`src/rtl/latch_bank_write_arbiter.sv`:
```
// Round-robin write arbiter and three-phase strobe sequencer for a bank of D latches.
// It is the only driver of the bank's data bus and one-hot enables. Every output is registered.
module latch_bank_write_arbiter #(
  parameter int N_REQ = 4,
  parameter int DW    = 8,
  parameter int AW    = 2
) (
  input  logic                  i_clk,
  input  logic                  i_rst,
  input  logic [N_REQ-1:0]      i_req,
  input  logic [N_REQ*AW-1:0]   i_wr_addr,
  input  logic [N_REQ*DW-1:0]   i_wr_data,
  output logic [N_REQ-1:0]      o_ack,
  output logic                  o_busy,
  output logic [DW-1:0]         o_lat_d,
  output logic [(2**AW)-1:0]    o_lat_en,
  output logic [1:0]            o_state
);

  // Handshake: requester i holds i_req[i], its address and its data stable until the
  // cycle o_ack[i] is high. It drops i_req[i] on the following edge unless it has
  // another write ready. Address and data are captured at grant, so later input
  // changes never reach the write in flight.

  localparam int NE = 2**AW;
  localparam int PW = (N_REQ > 1) ? $clog2(N_REQ) : 1;

  typedef enum logic [1:0] {
    S_IDLE   = 2'd0,
    S_SETUP  = 2'd1,
    S_STROBE = 2'd2,
    S_HOLD   = 2'd3
  } state_t;

  state_t              r_state;
  state_t              w_next;
  logic [PW-1:0]       r_rr_ptr;
  logic [PW-1:0]       r_gnt;
  logic [AW-1:0]       r_addr;
  logic [DW-1:0]       r_lat_d;
  logic [NE-1:0]       r_lat_en;
  logic [N_REQ-1:0]    r_ack;
  logic                r_busy;

  logic [N_REQ-1:0]    w_elig;
  logic [PW-1:0]       w_idx;
  logic [PW-1:0]       w_win;
  logic                w_found;
  logic                w_grant;
  logic [PW-1:0]       w_next_ptr;
  logic [NE-1:0]       w_en_dec;
  logic [N_REQ-1:0]    w_ack_dec;

  // r_ack is nonzero only in HOLD, so masking with it excludes the requester just served.
  assign w_elig = i_req & ~r_ack;

  always_comb begin
    w_found = 1'b0;
    w_win   = '0;
    w_idx   = r_rr_ptr;
    for (int k = 0; k < N_REQ; k++) begin
      if (!w_found && w_elig[w_idx]) begin
        w_found = 1'b1;
        w_win   = w_idx;
      end
      w_idx = (w_idx == PW'(N_REQ - 1)) ? '0 : w_idx + PW'(1);
    end
  end

  assign w_grant    = w_found && ((r_state == S_IDLE) || (r_state == S_HOLD));
  assign w_next_ptr = (w_win == PW'(N_REQ - 1)) ? '0 : w_win + PW'(1);
  assign w_en_dec   = NE'(1) << r_addr;
  assign w_ack_dec  = N_REQ'(1) << r_gnt;

  always_comb begin
    w_next = r_state;
    case (r_state)
      S_IDLE:   w_next = w_grant ? S_SETUP : S_IDLE;
      S_SETUP:  w_next = S_STROBE;
      S_STROBE: w_next = S_HOLD;
      S_HOLD:   w_next = w_grant ? S_SETUP : S_IDLE;
      default:  w_next = S_IDLE;
    endcase
  end

  always_ff @(posedge i_clk or posedge i_rst) begin
    if (i_rst) begin
      r_state <= S_IDLE;
    end else begin
      r_state <= w_next;
    end
  end

  always_ff @(posedge i_clk or posedge i_rst) begin
    if (i_rst) begin
      r_rr_ptr <= '0;
      r_gnt    <= '0;
      r_addr   <= '0;
      r_lat_d  <= '0;
      r_lat_en <= '0;
      r_ack    <= '0;
      r_busy   <= 1'b0;
    end else begin
      if (w_grant) begin
        r_gnt    <= w_win;
        r_addr   <= i_wr_addr[w_win*AW +: AW];
        r_lat_d  <= i_wr_data[w_win*DW +: DW];
        r_rr_ptr <= w_next_ptr;
      end
      // Enable opens only for the cycle after SETUP, ack fires only for the cycle after STROBE.
      r_lat_en <= (r_state == S_SETUP) ? w_en_dec : '0;
      r_ack    <= (r_state == S_STROBE) ? w_ack_dec : '0;
      r_busy   <= (w_next != S_IDLE);
    end
  end

  assign o_ack    = r_ack;
  assign o_busy   = r_busy;
  assign o_lat_d  = r_lat_d;
  assign o_lat_en = r_lat_en;
  assign o_state  = r_state;

endmodule

```
`config.mk`:
```
export PLATFORM = sky130hd
export DESIGN_NAME = latch_bank_write_arbiter
export DESIGN_NICKNAME = d
export VERILOG_FILES = /design/src/rtl/latch_bank_write_arbiter.sv
export SDC_FILE = /design/constraint.sdc
export NUM_CORES = 1
export LEC_CHECK = 0
export ABC_AREA = 1
export CAP_MARGIN = 10
export CORE_MARGIN = 10
export CORE_UTILIZATION = 50
export DETAILED_ROUTE_END_ITERATION = 12
export DONT_BUFFER_PORTS = 1
export PLACE_DENSITY = 0.74
export SYNTH_ARGS = -nofsm -noshare
export SYNTH_HDL_FRONTEND = slang
export SYNTH_SLANG_ARGS = --single-unit
export TNS_END_PERCENT = 5
```
`constraint.sdc`:
```
create_clock -name i_clk -period 3.27 [get_ports i_clk]
set_clock_uncertainty 0.2 [all_clocks]
set_input_delay 0.981 -clock i_clk [delete_from_list [all_inputs] [get_ports i_clk]]
set_output_delay 0.981 -clock i_clk [all_outputs]
set_load 0.05 [all_outputs]
```
; ---- Word level (Yosys, flattened, before mapping)
; Cells that the tools add are included.
[totals]
input_bits = 46
wordCells = 64
output_inout_bits = 19
regBits = 25
[op_classes]
muxes = 24
n_reduce_logical = 11
addsub = 4
magnitude_cmp = 4
eq_ne = 7
n_shift = 4
bitwise_logic = 2
[op_table]
columns = operator, count
row1 = $shiftx A32 B6 Y8, 1
row2 = $mux W2, 8
row3 = $eq A2 B2 Y1 const B, 6
row4 = $lt A2 B3 Y1 const B, 4
row5 = $mux W1, 9
row6 = $add A2 B1 Y2 const B, 4
row7 = $bmux W1 S2, 4
row8 = $mux W4, 2
row9 = $shiftx A8 B4 Y2, 1
row10 = $shl A1 B2 Y4 const A, 2
row11 = $pmux W2 S3, 1
row12 = $and A4 B4 Y4, 1
row13 = $logic_and A1 B1 Y1, 4
row14 = $not A4 Y4, 1
row15 = $logic_not A1 Y1, 3
row16 = $eq A2 B1 Y1 const B, 1
row17 = $logic_not A2 Y1, 1
row18 = $reduce_bool A2 Y1, 1
row19 = $reduce_or A2 Y1, 1
row20 = $logic_or A1 B1 Y1, 1

; ---- Depth between registers and ports, before layout
[logic_depth]
word_depth = 18
mapped_depth = 18
depth_no_buf = 17

; ---- Worst setup path after synthesis
; OpenSTA, ideal clock, no wires.
[synth_path]
path_type = in2reg
startpoint = input i_req[1]
endpoint = register r_lat_d[0] (netlist: o_lat_d[0])
setup_time_ns = 0.118
required_time_ns = 2.952
path_slack_ns = 0.874
cell_stages = 15
t_arrival_ns = 2.079
path_buffers = 1
cell_sequence = nand3_1 -> nand3_1 -> nand2_2 -> inv_1 -> nor2_4 -> nand2_1 -> nand2_1 -> nand2_4 -> nand2_4 -> buf_8 -> nand2_2 -> nand3_1 -> nand2_1 -> nand2_1 -> nand2_1
[synth_between]
elab_chain_cells = 14
elab_cells_between_ends = 25
cone_classes = shift (1) / mux (16) / bitwise (1) / reduce/logical (7)
[synth_rtl]
columns = item, line_no
row1 = start: declaration, 10  ; input logic [N_REQ-1:0] i_req,
row2 = $and A4 B4 Y4 *, 55  ; assign w_elig = i_req & ~r_ack;
row3 = $bmux W1 S2, 62  ; if (!w_found && w_elig[w_idx]) begin
row4 = $mux W1 (implied by the code), 62
row5 = $mux W1, 62
row6 = $logic_not A1 Y1, 62
row7 = $logic_and A1 B1 Y1, 62
row8 = $mux W1, 62
row9 = $logic_not A1 Y1, 62
row10 = $logic_and A1 B1 Y1, 62
row11 = $mux W1, 62
row12 = $logic_not A1 Y1, 62
row13 = $logic_and A1 B1 Y1, 62
row14 = $mux W2 / $mux W1 (equally long branches), 62
row15 = $shiftx A32 B6 Y8 / $logic_and A1 B1 Y1 (equally long branches), "107, 70"
row16 = end signal: assignment, 107  ; r_lat_d <= i_wr_data[w_win*DW +: DW];
row17 = end: declaration, 40  ; logic [DW-1:0] r_lat_d;
; Every way passes the cells marked *; elsewhere a longest branch is shown, timed or not. The select of a mux whose other input is x is not followed.
; A chain may end at the register's enable or synchronous reset.

; ---- Final worst setup path
[layout_path]
startpoint = register r_rr_ptr[0]
endpoint = register r_lat_d[5] (netlist: o_lat_d[5])
[layout_between]
elab_chain_cells = 13
elab_cells_between_ends = 33
cone_classes = add/sub (3) / eq/ne (3) / shift (1) / mux (19) / reduce/logical (7)
[layout_rtl]
columns = item, line_no
row1 = start: declaration, 37  ; logic [PW-1:0] r_rr_ptr;
row2 = start signal: assignment, 108  ; r_rr_ptr <= w_next_ptr;
row3 = "parallel branches: the longest is 13 deep, another holds $add A2 B1 Y2", n/a
; Parallel ways; which one is timed is not known. The select of a mux whose other input is x is not followed.

==> out/qor.yml <==
status: "finished, final reports clean"
synthCells: 263
cp_slowest_stage_delay_ns: 0.52
first_global_vias: 1569
whs_path_depth: 1
drive_gt1_share_pct: 17.2
gp_congestion: 0.846
worstSetupStartpoint: "r_rr_ptr[0]$_DFFE_PP0P_"
wl_um: 4250
final_hold_viol_count: 0
dr.pass1.iters: 4
synth_nets: 312
viasPerCell: 5.10
cp_data_required_time_ns: 3.27
rsz0062_at_grt: "no"
yosysTopAreaCell: "dfrtp_1"
portBuffers: 0
ys_types: 28
yosys_warnings: 0
synthArstFlopShare_pct: 100
whs_ns: 0.265
grt_first_pass_wirelength_um: 7110
rows: 22
die_area_um2: 6630
die-width_um: 81.4
yosysTopAreaCellShare_pct: 33.2
wl_per_cell_um: 13.8
worstRegToRegCells: 13
r2r_start: "r_rr_ptr[0]$_DFFE_PP0P_"
ys.flop_type: "dfrtp_1"
synthToLayoutAreaGrowth_pct: 3.12
post_cts_buffers: 0
clkSlewWorstSetupHoldPaths_ns: 0.08
path_buf_inv: 2
synth.area.top_cells: "dfrtp_1 33%, nand3_1 14%, nand2_1 13%"
cts_tree: "built"
relSlewSlack_pct: 39.7
htree_num_levels: 1
end_kind: "register"
gr-total-overflow: 0
fin_crit_ns: 2.94
syn_avg_cell_area_um2: 7.17
cts_buffers: 3
ios: 65
path_cells: "ha_1 -> inv_1 -> nor2_2 -> nor2_4 -> nand2_2 -> nand2_4 -> nor2_4 -> nand3_2 -> nand2_8 -> inv_1 -> nand2_1 -> nand3_1 -> nand3_1"
cp-start-kind: "register"
grt_max_degree: 26
cts_max_path_buffers: 2
cts.sinks: 25
cp_top_family: "simple AND/OR/NAND/NOR gates"
cp_data_arrival_time_ns: 2.95
holdCritStartpoint: "r_gnt[1]$_DFFE_PP0P_"
hold_class: "reg2reg"
critical_path.max_fanout: 22
synth_seq_cells: 25
nets: 311
die_height_um: 81.4
postCtsHoldBufs: 0
setup_viol: 0
netlist_area_um2: 1890
crit_type: "reg2reg"
tightestPinTransition_ns: 0.904
max_freq_mhz: 340
fillCellCount: 357
period_share_pct: 90.0
num_antenna_cells: 0
slowest_stage: "ha_1"
max_cap_viol_count: 0
drc: 0
root_buffer: "clkbuf_8"
synth_enable_flop_cells: 0
start_util_pct: 51.5
grt_usage_pct: 12.9
core_um2: 3660
num_vias: 1576
drt_iter0_drc: 89
seq_area_frac_synth_pct: 33.2
drv_slew: 0
antenna_found_initial: 0
setup_tns_ns: 0
drtAntennaViolNets: 0
crit_cells: 13
clk_latency_ns: 0.26
post-dp-hpwl_um: 3510
-- stage by stage --
step                      instances  area [um^2]  setup WS [ns]  utilization, %
final                           309         1940          0.328            53.1
after global routing            309         1940         0.0442            53.1
after CTS                       309         1940          0.283            52.9
after detailed placement        305         1890          0.315            51.6
after global placement          305         1890          0.324            51.6
after floorplan                 263         1890          0.874               -
-- what timing repair did --
action	in CTS	in global routing
endpoints found under the setup margin	0	2
resized for setup	0	1
hold endpoints to repair	0	0
-- sequential cells by signal, indices dropped and copies added, names as in the netlist --
| signal | count |
|---|---|
| o_ack | 4 |
| r_rr_ptr | 2 |
| r_gnt | 2 |
| o_state | 2 |
| o_lat_en | 4 |
| o_busy | 1 |
| r_addr | 2 |
| o_lat_d | 8 |
-- layout by cell type (no fill, tap or decap), drive strengths merged --
cell type	n
nand3	54
clkbuf	4
nand3b	1
dfrtp	25
o211ai	6
o21ai	3
ha	3
a21oi	2
nand4	1
nor2	10
nand2	83
nor3	8
o21a	1
or2	1
inv	59
-- kinds of logic (layout without fill, tap and decap cells) --
logic type / after synthesis / in the layout / share of synthesized area, %
adder cells (fa/ha/maj): 3 / 3 / 1.99
AND/OR/NAND/NOR: 158 / 158 / 44.1
buffers and inverters: 65 / 63 / 14.8
flip-flops: 25 / 25 / 33.2
AO/OA/AOI/OAI: 12 / 12 / 5.91
-- worst paths after layout --
path | endpoint | slack [ns]
worst max-delay path | o_lat_d[5]$_DFFE_PP0P_ | 0.33
worst min-delay path | o_ack[1]$_DFF_PP0_ | 0.27
worst max register to register | o_lat_d[5]$_DFFE_PP0P_ | 0.33
worst min register to register | o_ack[1]$_DFF_PP0_ | 0.27
max in group asynchronous | o_ack[0]$_DFF_PP0_ | 1.72
min in group asynchronous | r_addr[0]$_DFFE_PP0P_ | 0.60
-- routing by layer --
metal	vias up	share of wire, %	track usage [%]
met5	-	0	0
li1	813	-	-
met3	4	8.1	4.69
met2	41	49	21.6
met4	0	0.66	2.77
met1	718	42	15.5
-- cell usage after synthesis, types with 3 or more instances --
master,count
inv_1,54
nand2_4,8
nand3_1,51
dfrtp_1,25
nor2_4,5
ha_1,3
o211ai_2,6
nor2_1,3
inv_2,4
nand2_2,11
nor3_1,8
nand2_1,64
-- layout make-up --
type	instances	area [um^2]	area share (%)
Sequential cell	25	626	32.2
Multi-Input combinational cell	173	990	50.9
Inverter	59	224	11.5
Clock buffer	4	45.0	2.32
Tap cell	48	60.1	3.09
Power is not shown: default switching activity piles up to over one toggle a cycle in this logic, so the estimate is an artifact.
